## config.mk

```make
export PLATFORM = sky130hd
export DESIGN_NAME = hex_digit_counter
export DESIGN_NICKNAME = d
export VERILOG_FILES = /design/src/rtl/hex_digit_counter.sv
export SDC_FILE = /design/constraint.sdc
export NUM_CORES = 1
export LEC_CHECK = 0
export CORE_ASPECT_RATIO = 0.6
export CORE_MARGIN = 2
export CORE_UTILIZATION = 58
export CTS_CLUSTER_DIAMETER = 100
export CTS_CLUSTER_SIZE = 40
export DETAILED_ROUTE_END_ITERATION = 10
export GPL_ROUTABILITY_DRIVEN = 0
export PLACE_DENSITY = 0.9
export SYNTH_ARGS = -nofsm -noshare
export SYNTH_HDL_FRONTEND = slang
export SYNTH_SLANG_ARGS = --single-unit
```

## constraint.sdc

```tcl
create_clock -name CLOCK_50 -period 4.5 [get_ports CLOCK_50]
set_clock_uncertainty 0.05 [all_clocks]
set_input_delay 1.35 -clock CLOCK_50 [delete_from_list [all_inputs] [get_ports CLOCK_50]]
set_output_delay 1.35 -clock CLOCK_50 [all_outputs]
set_load 0.02 [all_outputs]
```

## src/rtl/hex_digit_counter.sv

```systemverilog
// hex_digit_counter: N-digit hex/BCD up/down counter with pushbutton load/pause and active-low 7-segment drive.
// Optional build macro BLANK_LEADING_ZEROS_EN blanks displays above the most significant non-zero digit.
module hex_digit_counter #(
    parameter int NUM_DIGITS = 6,
    parameter int TICK_DIV   = 50000000,
    parameter bit BCD_MODE   = 1'b0
) (
    input  logic                    CLOCK_50,
    input  logic                    reset,
    input  logic [1:0]              KEY,
    input  logic                    up_down,
    input  logic [4*NUM_DIGITS-1:0] load_value,
    output logic [4*NUM_DIGITS-1:0] count,
    output logic [7*NUM_DIGITS-1:0] HEX,
    output logic                    tick,
    output logic                    wrap,
    output logic                    paused
);
    localparam int                PRE_W     = $clog2(TICK_DIV);
    localparam logic [PRE_W-1:0]  PRE_MAX   = PRE_W'(TICK_DIV - 1);
    localparam logic [PRE_W-1:0]  PRE_ONE   = PRE_W'(1);
    localparam logic [PRE_W-1:0]  PRE_ZERO  = PRE_W'(0);
    localparam logic [3:0]        DIGIT_MAX = BCD_MODE ? 4'd9 : 4'd15;
    localparam logic [6:0]        SEG_ZERO  = 7'h40;
`ifdef BLANK_LEADING_ZEROS_EN
    localparam logic [6:0]        LEAD_SEG  = 7'h7F;
`else
    localparam logic [6:0]        LEAD_SEG  = 7'h40;
`endif

    function automatic logic [6:0] seg_font(input logic [3:0] digit);
        logic [6:0] seg;
        case (digit)
            4'h0:    seg = 7'h40;
            4'h1:    seg = 7'h79;
            4'h2:    seg = 7'h24;
            4'h3:    seg = 7'h30;
            4'h4:    seg = 7'h19;
            4'h5:    seg = 7'h12;
            4'h6:    seg = 7'h02;
            4'h7:    seg = 7'h78;
            4'h8:    seg = 7'h00;
            4'h9:    seg = 7'h10;
            4'hA:    seg = 7'h08;
            4'hB:    seg = 7'h03;
            4'hC:    seg = 7'h46;
            4'hD:    seg = 7'h21;
            4'hE:    seg = 7'h06;
            4'hF:    seg = 7'h0E;
            default: seg = 7'h7F;
        endcase
        return seg;
    endfunction

    function automatic logic [7*NUM_DIGITS-1:0] hex_reset_pattern();
        logic [7*NUM_DIGITS-1:0] pat;
        pat = {(7*NUM_DIGITS){1'b0}};
        for (int i = 0; i < NUM_DIGITS; i++) begin
            pat[7*i +: 7] = (i == 0) ? SEG_ZERO : LEAD_SEG;
        end
        return pat;
    endfunction

    localparam logic [7*NUM_DIGITS-1:0] HEX_RESET = hex_reset_pattern();

    logic [1:0]              key_sync1_r;
    logic [1:0]              key_sync2_r;
    logic [1:0]              key_prev_r;
    logic                    load_evt_s;
    logic                    pause_evt_s;
    logic [PRE_W-1:0]        prescale_r;
    logic                    tick_due_s;
    logic [4*NUM_DIGITS-1:0] count_r;
    logic [4*NUM_DIGITS-1:0] step_s;
    logic                    carry_s;
    logic [4*NUM_DIGITS-1:0] load_clamped_s;
    logic [7*NUM_DIGITS-1:0] hex_r;
    logic [7*NUM_DIGITS-1:0] hex_next_s;
    logic                    tick_r;
    logic                    wrap_r;
    logic                    paused_r;
`ifdef BLANK_LEADING_ZEROS_EN
    logic                    nz_seen_s;
`endif

    // Press events: released-to-pressed transition seen after the two synchroniser stages.
    always_comb begin
        load_evt_s  = key_prev_r[0] & ~key_sync2_r[0];
        pause_evt_s = key_prev_r[1] & ~key_sync2_r[1];
        tick_due_s  = ~paused_r & (prescale_r == PRE_MAX);
    end

    // Ripple step: carry (up) or borrow (down) propagates while digits sit at their limit.
    always_comb begin
        step_s  = count_r;
        carry_s = 1'b1;
        for (int i = 0; i < NUM_DIGITS; i++) begin
            if (carry_s) begin
                if (up_down) begin
                    if (count_r[4*i +: 4] == DIGIT_MAX) begin
                        step_s[4*i +: 4] = 4'd0;
                    end else begin
                        step_s[4*i +: 4] = count_r[4*i +: 4] + 4'd1;
                        carry_s          = 1'b0;
                    end
                end else begin
                    if (count_r[4*i +: 4] == 4'd0) begin
                        step_s[4*i +: 4] = DIGIT_MAX;
                    end else begin
                        step_s[4*i +: 4] = count_r[4*i +: 4] - 4'd1;
                        carry_s          = 1'b0;
                    end
                end
            end else begin
                step_s[4*i +: 4] = count_r[4*i +: 4];
            end
        end
    end

    // Load digits, saturating anything above 9 when counting in decimal.
    always_comb begin
        load_clamped_s = load_value;
        for (int i = 0; i < NUM_DIGITS; i++) begin
            if (BCD_MODE && (load_value[4*i +: 4] > 4'd9)) begin
                load_clamped_s[4*i +: 4] = 4'd9;
            end else begin
                load_clamped_s[4*i +: 4] = load_value[4*i +: 4];
            end
        end
    end

`ifdef BLANK_LEADING_ZEROS_EN
    // Segment image with displays above the top non-zero digit blanked; display 0 always lit.
    always_comb begin
        nz_seen_s  = 1'b0;
        hex_next_s = HEX_RESET;
        for (int i = NUM_DIGITS - 1; i >= 0; i--) begin
            if (count_r[4*i +: 4] != 4'd0) begin
                nz_seen_s = 1'b1;
            end else begin
                nz_seen_s = nz_seen_s;
            end
            if (nz_seen_s || (i == 0)) begin
                hex_next_s[7*i +: 7] = seg_font(count_r[4*i +: 4]);
            end else begin
                hex_next_s[7*i +: 7] = LEAD_SEG;
            end
        end
    end
`else
    // Segment image: every display shows its digit.
    always_comb begin
        hex_next_s = HEX_RESET;
        for (int i = 0; i < NUM_DIGITS; i++) begin
            hex_next_s[7*i +: 7] = seg_font(count_r[4*i +: 4]);
        end
    end
`endif

    // Key synchroniser and edge-detect flops; reset to the released level.
    always_ff @(posedge CLOCK_50) begin
        if (reset) begin
            key_sync1_r <= 2'b11;
            key_sync2_r <= 2'b11;
            key_prev_r  <= 2'b11;
        end else begin
            key_sync1_r <= KEY;
            key_sync2_r <= key_sync1_r;
            key_prev_r  <= key_sync2_r;
        end
    end

    // Counter, prescaler, pause state and registered display; load outranks a coincident tick.
    always_ff @(posedge CLOCK_50) begin
        if (reset) begin
            count_r    <= {(4*NUM_DIGITS){1'b0}};
            prescale_r <= PRE_ZERO;
            paused_r   <= 1'b0;
            tick_r     <= 1'b0;
            wrap_r     <= 1'b0;
            hex_r      <= HEX_RESET;
        end else begin
            paused_r <= paused_r ^ pause_evt_s;
            hex_r    <= hex_next_s;
            if (load_evt_s) begin
                count_r    <= load_clamped_s;
                prescale_r <= PRE_ZERO;
                tick_r     <= 1'b0;
                wrap_r     <= 1'b0;
            end else if (tick_due_s) begin
                count_r    <= step_s;
                prescale_r <= PRE_ZERO;
                tick_r     <= 1'b1;
                wrap_r     <= carry_s;
            end else begin
                count_r    <= count_r;
                prescale_r <= paused_r ? prescale_r : (prescale_r + PRE_ONE);
                tick_r     <= 1'b0;
                wrap_r     <= 1'b0;
            end
        end
    end

    assign count  = count_r;
    assign HEX    = hex_r;
    assign tick   = tick_r;
    assign wrap   = wrap_r;
    assign paused = paused_r;

endmodule

```

== Word-level counts from Yosys, hierarchy flattened ==
Memory sizes are Yosys's and may differ from the RTL's. A register that Yosys moved wholly into a read port is not among the register bits.
Cells that the tools add are included.

* Memory bits (writable): 0
* ROM bits: 672
* Logic and storage cells: 116
* Memories kept: 6
* Flip-flop bits (word level): 59
* Bits in latches: 0
* Output and inout port bits: 69

* Multiply operators: 0
* Div/mod/pow operators: 0
* Add/subtract/negate cells: 13
* $lt $le $gt $ge: 0
* Eq/ne operators: 7
* Bitwise logic cells: 9
* Reductions and logical operators: 20
* Mux-type cells: 48
* Shifts and indexed selects: 0

{| class="wikitable"
|+ Memories
! memory !! depth !! width !! read ports !! clocked after memory_dff !! write ports !! RTL line !! RTL
|-
| (no name shown) || 16 || 7 || 1 || 1 || 0 || 33 || <nowiki>case (digit)</nowiki>
|-
| (no name shown) || 16 || 7 || 1 || 1 || 0 || 33 ||
|-
| (no name shown) || 16 || 7 || 1 || 1 || 0 || 33 ||
|-
| (no name shown) || 16 || 7 || 1 || 1 || 0 || 33 ||
|-
| (no name shown) || 16 || 7 || 1 || 1 || 0 || 33 ||
|-
| (no name shown) || 16 || 7 || 1 || 1 || 0 || 33 ||
|}

{| class="wikitable"
|+ Operators by type and width
! operator !! count
|-
| $mux W4 || 23
|-
| $mux W24 || 2
|-
| $add A26 B1 Y26 const B || 1
|-
| $eq A26 B26 Y1 const B || 1
|-
| $add A4 B1 Y4 const B || 6
|-
| $eq A4 B4 Y1 const B || 6
|-
| $logic_not A4 Y1 || 6
|-
| $sub A4 B1 Y4 const B || 6
|-
| $mux W1 || 23
|-
| $reduce_bool A2 Y1 || 6
|-
| $reduce_and A2 Y1 || 5
|-
| $not A1 Y1 || 5
|-
| $reduce_or A4 Y1 || 1
|-
| $and A1 B1 Y1 || 3
|-
| $reduce_or A3 Y1 || 1
|-
| $reduce_or A2 Y1 || 1
|-
| $xor A1 B1 Y1 || 1
|}

== Longest topological paths before layout ==
Gate-level depths: netlist of the first run.

* Word-level depth: 10
* Depth in mapped cells: 8

== Least setup slack after synthesis of the first run ==
OpenSTA, ideal clock, no wires.

* Kind: input to register
* From: input port up_down
* To: register count_r[23], in the netlist count[23]
* Path buffers: 1
* Setup slack: 1,197 ps
* Arrival time: 3,166 ps
* Stages on the path: 6
* Cell sequence: clkbuf_1 -> or4b_1 -> a222oi_1 -> nand4_2 -> a2111o_1 -> o31ai_1

* Longest elaborated chain between the ends: 7

{| class="wikitable"
|+ RTL lines
! item !! RTL line !! RTL
|-
| from (decl) || 11 || <nowiki>input logic up_down,</nowiki>
|-
| $mux W1 || 99 || <nowiki>if (up_down) begin</nowiki>
|-
| $mux W1 (4 in a row) || 98 || <nowiki>if (carry_s) begin</nowiki>
|-
| $reduce_bool A2 Y1 (no line) || n/a ||
|-
| $reduce_and A2 Y1 (no line) || n/a ||
|-
| to (signal assigned) || 176 || <nowiki>count_r <= {(4*NUM_DIGITS){1'b0}};</nowiki>
|-
| to (signal assigned) || 186 || <nowiki>count_r <= load_clamped_s;</nowiki>
|-
| to (signal assigned) || 191 || <nowiki>count_r <= step_s;</nowiki>
|-
| to (decl) || 73 || <nowiki>logic [4*NUM_DIGITS-1:0] count_r;</nowiki>
|}

Several ways; a longest one is shown, not always the timed one. The select of a mux whose other input is x is not followed.
A chain may end at the register's enable or synchronous reset.

== Final worst setup path of the first run ==
Ends and elaborated chain as after synthesis.

==> results.py, run 1 <==
metrics = {
    "outcome": {
        "status": "finished clean",
    },
    "sta": {
        "rsz0062_at_grt": "no",
        "fin_tns_setup_ns": 0,
        "fin_crit_ns": 3.47,
        "max_freq_mhz": 288,
        "fin_crit_sh_pct": 77.2,
        "slew_headroom_pct": 34.3,
        "tightest_slew_ns": 0.983,
        "layout_setup_ws_ns": 1.03,
        "setup_viol": 0,
        "whs_ns": 0.364,
        "slew_violations": 0,
        "hold_viol": 0,
    },
    "clock_tree": {
        "cts_setup_buffers": 0,
        "hold_buffers": 0,
        "htreeDepth": 3,
        "root_buffer": "clkbuf_16",
        "cts_resized": 0,
        "numCtsBuffers": 9,
        "worstSkewPairLatency_ns": 0.35,
        "cts.sinks": 101,
        "cts.reportedPaths.clkPinSlew_ns": 0.07,
        "cts_tree": "built",
        "clockBufferDepth": 2,
    },
    "worst_setup_path": {
        "path_max_fanout": 35,
        "slowest_stage": "or4b_4",
        "path_buf_inv": 1,
        "crit_chain": "buf_2 -> or4b_4 -> a222oi_1 -> nand4_2 -> a2111o_1 -> o31ai_1",
        "r2r_slack_ns": 1.43,
        "cp.required_ns": 4.70,
        "rr_endpoint": "count[23]",
        "cp.arrival_ns": 3.68,
        "regToRegStartpoint": "count[4]",
        "slowest_delay_ns": 0.59,
        "crit_family": "compound AO/OA/AOI/OAI gates",
        "reg2reg_depth": 7,
        "cp-start-kind": "input port",
        "end_kind": "register",
        "path_class": "in -> reg",
    },
    "power": {
        "ir_drop_v": 0.000224,
        "p_leak_nw": 2.60,
        "power_density_nw_per_um2": 293,
    },
    "global_routing": {
        "grt_pass1_wl_mm": 24.9,
        "first_global_vias": 4968,
        "grt_overflow": 0,
        "grt_max_degree": 79,
        "antenna_found_initial": 0,
        "track_usage_pct": 28.3,
    },
    "synth": {
        "synth_area_um2": 5900,
        "synthArstFlopShare_pct": 0,
        "syn_inst": 738,
        "synth_flop_cell": "dfxtp_1",
        "synth_edf_count": 0,
        "synth_area_per_cell_um2": 8.00,
        "ys_seq_area_share_pct": 34.3,
        "synthesis.nets": 804,
        "ys_types": 64,
        "yosysWarnings": 0,
        "ys_ff_latch": 101,
    },
    "layout": {
        "nNetsFinal": 856,
        "drive_gt1_share_pct": 5.16,
        "diodes": 0,
        "areaGrowthSynthToFinish_pct": 20.4,
        "layout_common_cells": "dfxtp_1 (101), nor2_1 (96), clkdlybuf4s50_1 (95)",
        "layout_commonest_cell": "dfxtp_1",
        "fillerInstances": 738,
    },
    "detailed_routing": {
        "wl_per_cell_um": 17.0,
        "vias": 5795,
        "ant_nets": 0,
        "wl_mm": 15.8,
        "drc": 0,
        "viasPerCell": 6.23,
        "first_pass_iters": 5,
        "initialDrtViolationCount": 862,
    },
    "worst_hold_path": {
        "hold_class": "reg -> reg",
        "worstHoldStart": "key_sync1_r[0]",
        "holdPathEnd": "key_sync2_r[0]",
        "hold_depth": 1,
    },
    "floorplanning": {
        "io_pins": 98,
        "core_area_um2": 9880,
        "rows": 28,
        "die_y_um": 82.1,
        "dieWidth_um": 134,
        "start_util_pct": 59.7,
        "die-area_um2": 11000,
    },
    "placement": {
        "io_buffers": 97,
        "hpwlAfterDp_mm": 10.8,
        "dp_slack_ns": 0.721,
    },
    "run": {
        "cap_violations": 0,
    },
}
registers in the layout (all words and copies together), names as in the netlist:
name	flops
wrap	1
key_sync2_r	2
HEX	42
key_sync1_r	2
paused	1
tick	1
prescale_r	26
count	24
key_prev_r	2
stage by stage:
| step | cell area [um^2] | utilization [%] | std cells | power, mW |
|---|---|---|---|---|
| 3_5_place_dp | 6820 | 69.0 | 914 | 1.34 |
| 2_1_floorplan | 5900 | - | 738 | 1.21 |
| 5_1_grt | 7100 | 71.9 | 930 | 2.17 |
| 4_1_cts | 7100 | 71.9 | 930 | 2.09 |
| 6_report | 7100 | 71.9 | 930 | 2.08 |
| 3_3_place_gp | 6820 | 69.0 | 914 | 1.32 |
cells by family (layout without fill, tap and decap cells):
| logic type | after synthesis | after routing | synth area share [%] |
|---|---|---|---|
| adder cells (fa/ha/maj) | 37 | 37 | 7.85 |
| AO/OA/AOI/OAI | 193 | 193 | 21.7 |
| XOR/XNOR | 31 | 31 | 4.60 |
| flip-flops | 101 | 101 | 34.3 |
| buffers and inverters | 87 | 144 | 5.77 |
| AND/OR/NAND/NOR | 275 | 275 | 23.4 |
| multiplexers | 14 | 14 | 2.42 |
synth_stat cells, types with 6 or more instances:
cell        n  area (um^2)
dfxtp_1   101         2020
nor2_1     96          360
nand2_1    61          229
clkbuf_1   45          169
o21ai_0    44          220
a21oi_1    42          210
ha_1       37          463
inv_1      27          101
a211oi_1   26          195
xnor2_1    22          193
nand2b_1   16          100
nor3_1     15         75.1
mux2i_1    12          120
nand3_1    11         55.1
buf_1      10         37.5
nand4_1    10         62.6
nor2b_1    10         62.6
nor4_1      9         56.3
xor2_1      9         78.8
a211o_1     8         70.1
a311oi_1    8         70.1
o22ai_1     8         50.1
a32oi_1     7         61.3
o31ai_1     7         52.6
or2_2       7         43.8
and3_1      6         37.5
o211ai_1    6         45.0
or3_1       6         37.5
final cells by class:
| class | count | area (um^2) | area share, % |
|---|---|---|---|
| multi-input combinational | 550 | 3540 | 49.8 |
| clock buffer | 10 | 239 | 3.36 |
| clock inverter | 6 | 47.5 | 0.669 |
| inverter | 28 | 105 | 1.48 |
| timing repair buffer | 100 | 983 | 13.8 |
| sequential | 101 | 2020 | 28.5 |
| tap | 135 | 169 | 2.38 |
layer usage:
| layer | part of all wire, % | vias up | GRT usage [%] |
|---|---|---|---|
| met4 | 2.3 | 0 | 10.0 |
| met2 | 44 | 344 | 43.2 |
| met3 | 9.7 | 52 | 6.04 |
| met5 | 0 | - | 0 |
| li1 | - | 2725 | - |
| met1 | 44 | 2674 | 40.0 |
worst reg2reg max path: cells and delay by family (launching register included):
| family | cells | cell delay (ns) |
|---|---|---|
| buffers and inverters | 1 | 0.27 |
| and+or+nand+nor | 2 | 0.79 |
| AOI/OAI and AO/OA | 3 | 1.12 |
| DFF | 1 | 0.42 |
| adders and majority gates | 1 | 0.32 |
power by group:
part,switching (mW),internal [mW]
sequential,0.0524,0.926
clock,0.360,0.393
combinational,0.193,0.160
how the worst max path moves through the flow:
stage	from	end	slack [ns]	cells after the start
after floorplan	up_down	count[23]	1.20	6
after global placement	up_down	count[19]	0.79	6
after detailed placement	up_down	count[23]	0.72	6
after CTS	up_down	count[23]	1.06	6
after global routing	up_down	count[12]	0.84	6
final	up_down	count[23]	1.03	6
No activity file was read; power rests on OpenSTA's default activity.
==> inputs of run 2 (changes only) <==
- CORE_UTILIZATION: 58 -> 54
- PLACE_DENSITY: 0.9 -> 0.85
- clock period: 4.5 -> 3.2 ns (I/O delays scaled with it)
==> run 2 against run 1 <==
Compared with the run above: count of clock-buffer cells in the layout shrank 1; setup slack got worse by 0.84 ns; global-route usage shrank 1.9 points; sequential power grew 39%; sequential cell count unchanged; non-clock buffer count is 16 higher; power is 50% higher; critical path depth down 5; first-iteration DRC count is 37% lower; register-to-register slack worse by 1.0 ns; sequential share of layout area fell by 0.74 points.
==> results.py, run 2 (synthesis gave the netlist of run 1 again) <==
metrics = {
    "floorplanning": {
        "io_pins": 98,
        "core_area_um2": 10600,
        "dieWidth_um": 139,
        "start_util_pct": 55.7,
        "die-area_um2": 11800,
        "die_y_um": 85.0,
        "rows": 29,
    },
    "clock_tree": {
        "clockBufferDepth": 2,
        "worstSkewPairLatency_ns": 0.36,
        "cts_tree": "built",
        "cts.sinks": 101,
        "cts_setup_buffers": 0,
        "htreeDepth": 3,
        "hold_buffers": 0,
        "cts.reportedPaths.clkPinSlew_ns": 0.07,
        "root_buffer": "clkbuf_16",
        "cts_resized": 0,
        "numCtsBuffers": 9,
    },
    "worst_setup_path": {
        "cp-start-kind": "register",
        "r2r_slack_ns": 0.39,
        "cp.required_ns": 2.19,
        "path_class": "reg -> out",
        "slowest_stage": "dfxtp_1",
        "path_buf_inv": 1,
        "crit_cells": 1,
        "crit_family": "flip-flops",
        "slowest_delay_ns": 0.87,
        "reg2reg_depth": 9,
        "crit_chain": "clkdlybuf4s50_1",
        "end_kind": "output port",
        "rr_endpoint": "count[20]",
        "regToRegStartpoint": "count[8]",
        "path_max_fanout": 26,
        "cp.arrival_ns": 2.00,
    },
    "layout": {
        "layout_common_cells": "dfxtp_1 (101), nor2_1 (96), clkdlybuf4s50_1 (95)",
        "utilization_pct": 68.8,
        "fillerInstances": 826,
        "drive_gt1_share_pct": 7.03,
        "nNetsFinal": 872,
        "layout_commonest_cell": "dfxtp_1",
        "largest_reg_flops": 42,
        "areaGrowthSynthToFinish_pct": 23.6,
        "diodes": 0,
    },
    "sta": {
        "tightest_slew_ns": 0.879,
        "setup_viol": 0,
        "fin_crit_sh_pct": 94.2,
        "slew_headroom_pct": 41.4,
        "hold_viol": 0,
        "max_freq_mhz": 332,
        "whs_ns": 0.367,
        "fin_tns_setup_ns": 0,
        "rsz0062_at_grt": "no",
        "slew_violations": 0,
        "fin_crit_ns": 3.01,
    },
    "global_routing": {
        "first_global_vias": 5215,
        "antenna_found_initial": 0,
        "track_usage_pct": 26.4,
        "grt_max_degree": 64,
        "grt_overflow": 0,
        "grt_pass1_wl_mm": 25.7,
    },
    "worst_hold_path": {
        "worstHoldStart": "key_sync1_r[0]",
        "hold_depth": 1,
        "holdPathEnd": "key_sync2_r[0]",
        "hold_class": "reg -> reg",
    },
    "power": {
        "internal-power_mw": 2.30,
        "power_density_nw_per_um2": 429,
        "seqPwrFrac_pct": 43.3,
        "p_leak_nw": 2.73,
        "ir_drop_v": 0.000314,
        "switching_power_mw": 0.829,
        "clkPwrFrac_pct": 40.0,
        "comb_power_share_pct": 16.7,
        "switching_share_pct": 26.5,
    },
    "outcome": {
        "status": "finished clean",
    },
    "placement": {
        "io_buffers": 97,
        "hpwlAfterDp_mm": 10.8,
    },
    "detailed_routing": {
        "ant_nets": 0,
        "first_pass_iters": 7,
        "wl_mm": 15.6,
        "drc": 0,
        "wl_per_cell_um": 16.4,
        "vias": 5739,
        "viasPerCell": 6.04,
        "initialDrtViolationCount": 543,
    },
    "run": {
        "cap_violations": 0,
    },
}
[run 2: cell count changes in the layout (fill, tap and decap cells not counted), moves of 3 or more]
cell | previous run | this run
buf_4 | 3 | 18
clkinv_2 | 0 | 3
clkinvlp_4 | 4 | 0
bufinv_16 | 0 | 3
[run 2: through the flow]
step | cell area [um^2] | std cells | total power, mW | worst slack [ns]
2_1_floorplan | 5900 | 738 | 1.70 | 0.287
3_3_place_gp | 6960 | 934 | 1.88 | 0.193
3_5_place_dp | 6960 | 934 | 1.89 | 0.147
4_1_cts | 7290 | 950 | 3.13 | 0.186
5_1_grt | 7290 | 950 | 3.24 | 0.0763
6_report | 7290 | 950 | 3.13 | 0.186
[run 2: worst max path at each step]
stage / startpoint / to / slack, ns
after floorplan: up_down / count[23] / 0.29
after global placement: up_down / count[19] / 0.19
after detailed placement: up_down / count[20] / 0.15
after CTS: count[6] / count[6] / 0.19
after global routing: count[6] / count[6] / 0.08
final: count[6] / count[6] / 0.19
[run 2: power by group through the flow]
stage | clock (mW) | combinational, mW | sequential, mW
after global routing | 1.31 | 0.569 | 1.36
after detailed placement | 0 | 0.511 | 1.38
final | 1.25 | 0.522 | 1.36
after floorplan | 0 | 0.290 | 1.41
after global placement | 0 | 0.500 | 1.38
after CTS | 1.26 | 0.517 | 1.35
[run 2: layout make-up]
type                       instances  area, um^2  share of cell area, %
multi-input combinational        550        3540                   48.5
sequential                       101        2020                   27.7
timing repair buffer             116        1120                   15.3
clock buffer                       9         225                   3.09
tap                              139         174                   2.38
clock inverter                     7         114                   1.56
inverter                          28         105                   1.44
[run 2: layer usage]
layer,up-vias,GRT usage [%],part of all wire [%]
met1,2685,37.7,46
met5,-,0,0
met4,0,5.51,1.2
met2,277,40.7,43
li1,2755,-,-
met3,22,6.83,9.3
==> inputs of run 3 (changes only) <==
==> constraint.sdc (replaced) <==
create_clock -name CLOCK_50 -period 3.2 [get_ports CLOCK_50]
set_clock_uncertainty 0.05 [all_clocks]
set_input_delay 0.8 -clock CLOCK_50 [delete_from_list [all_inputs] [get_ports CLOCK_50]]
set_output_delay 0.8 -clock CLOCK_50 [all_outputs]
set_load 0.02 [all_outputs]
==> run 3 against run 2 <==
Compared with the run above: sequential power is essentially flat; critical path type is now reg -> reg; sequential cell count is the same; core utilization down 0.61 points; cell area decreased by 0.89%; combinational power is essentially flat; critical path depth grew 6; wire length shrank 2.0%; global-route usage down 0.37 points.
==> results.py, run 3 (synthesis gave the netlist of run 1 again) <==
metrics = {
    "run": {
        "cap_violations": 0,
    },
    "worst_setup_path": {
        "cp.required_ns": 3.40,
        "reg2reg_depth": 7,
        "cp-start-kind": "register",
        "rr_endpoint": "count[23]",
        "end_kind": "register",
        "path_max_fanout": 12,
        "path_class": "reg -> reg",
        "r2r_slack_ns": 0.39,
        "regToRegStartpoint": "count[12]",
        "crit_end": "count[23]",
        "startpoint": "count[12]",
        "cp.arrival_ns": 3.01,
    },
    "clock_tree": {
        "cts.sinks": 101,
        "cts.reportedPaths.clkPinSlew_ns": 0.07,
        "root_buffer": "clkbuf_16",
        "cts_setup_buffers": 0,
        "worstSkewPairLatency_ns": 0.35,
        "cts_resized": 0,
        "hold_buffers": 0,
        "cts_tree": "built",
        "htreeDepth": 3,
        "numCtsBuffers": 9,
        "clockBufferDepth": 2,
    },
    "sta": {
        "fin_tns_setup_ns": 0,
        "hold_viol": 0,
        "fin_crit_sh_pct": 87.9,
        "max_freq_mhz": 355,
        "whs_ns": 0.360,
        "slew_headroom_pct": 36.4,
        "fin_crit_ns": 2.81,
        "setup_viol": 0,
        "slew_violations": 0,
        "tightest_slew_ns": 0.955,
        "rsz0062_at_grt": "no",
    },
    "worst_hold_path": {
        "hold_class": "reg -> reg",
    },
    "detailed_routing": {
        "wl_per_cell_um": 16.2,
        "first_pass_iters": 5,
        "initialDrtViolationCount": 481,
        "ant_nets": 0,
        "vias": 5725,
        "drc": 0,
        "viasPerCell": 6.05,
        "wl_mm": 15.3,
    },
    "outcome": {
        "status": "finished clean",
    },
    "floorplanning": {
        "io_pins": 98,
        "start_util_pct": 55.7,
        "die-area_um2": 11800,
        "die_y_um": 85.0,
        "rows": 29,
        "dieWidth_um": 139,
        "core_area_um2": 10600,
    },
    "global_routing": {
        "grt_overflow": 0,
        "first_global_vias": 5151,
        "track_usage_pct": 26.1,
        "antenna_found_initial": 0,
        "grt_pass1_wl_mm": 25.7,
        "grt_max_degree": 64,
    },
    "power": {
        "p_leak_nw": 2.69,
        "ir_drop_v": 0.000302,
        "finalPower_mw": 2.98,
        "power_density_nw_per_um2": 413,
    },
    "layout": {
        "nNetsFinal": 868,
        "drive_gt1_share_pct": 6.32,
        "layout_common_cells": "dfxtp_1 (101), nor2_1 (96), clkdlybuf4s50_1 (95)",
        "final_cells": 946,
        "fillerInstances": 850,
        "largest_reg_flops": 42,
        "areaGrowthSynthToFinish_pct": 22.5,
        "diodes": 0,
        "multi_input_area_um2": 3540,
        "layout_commonest_cell": "dfxtp_1",
        "regArea_um2": 2020,
    },
    "placement": {
        "hpwlAfterDp_mm": 10.7,
        "dp_cells": 930,
        "io_buffers": 97,
    },
}
[run 3: changes by cell type in the layout (fill, tap and decap cells not counted)]
| cell | previous run | this run |
|---|---|---|
| buf_4 | 18 | 14 |
| bufinv_16 | 3 | 1 |
| clkbuf_1 | 0 | 2 |
| clkbuf_8 | 0 | 2 |
| clkinv_2 | 3 | 1 |
[run 3: final cells by class]
cell class	count	share of cell area, %
clock buffers	13	3.60
clock inverters	3	0.606
inverters	28	1.45
well taps	139	2.41
repair buffers	112	15.0
multi-input cells	550	48.9
flip-flops and latches	101	28.0
[run 3: where the power goes]
| part | switching, mW | internal (mW) | leakage (nW) |
|---|---|---|---|
| combinational | 0.286 | 0.235 | 1.72 |
| clock | 0.459 | 0.650 | 0.150 |
| sequential | 0.0506 | 1.30 | 0.821 |
| total | 0.796 | 2.19 | 2.69 |
[run 3: per-stage QoR]
step / setup slack, ns / cell area [um^2] / util (%)
final: 0.386 / 7230 / 68.2
after floorplan: 0.447 / 5900 / -
after global placement: 0.301 / 6930 / 65.4
after global routing: 0.225 / 7230 / 68.2
after CTS: 0.402 / 7230 / 68.2
after detailed placement: 0.214 / 6930 / 65.4
[run 3: per-layer routing]
layer | track usage, % | part of all wire [%] | vias up
li1 | - | - | 2746
met1 | 38.2 | 46 | 2692
met2 | 39.4 | 44 | 272
met3 | 5.87 | 9.1 | 15
met4 | 5.79 | 0.94 | 0
met5 | 0 | 0 | -
[run 3: how the worst min path moves through the flow]
stage,start,to,slack [ns],cells after the start
final,key_sync1_r[1],key_sync2_r[1],0.36,1
after global routing,key_sync1_r[1],key_sync2_r[1],0.38,1
after CTS,key_sync1_r[1],key_sync2_r[1],0.36,1
after detailed placement,key_sync1_r[1],key_sync2_r[1],0.35,1
after global placement,key_sync1_r[1],key_sync2_r[1],0.35,1
after floorplan,key_sync1_r[0],key_sync2_r[0],0.34,1
[run 3: critical path, stage by stage, from the launching register on]
cell and delay (ns):
dfxtp_1 0.44, inv_1 0.19, ha_1 0.31, or4b_2 0.69
o22ai_1 0.24, nand4_2 0.23, a2111o_1 0.48, o31ai_1 0.09
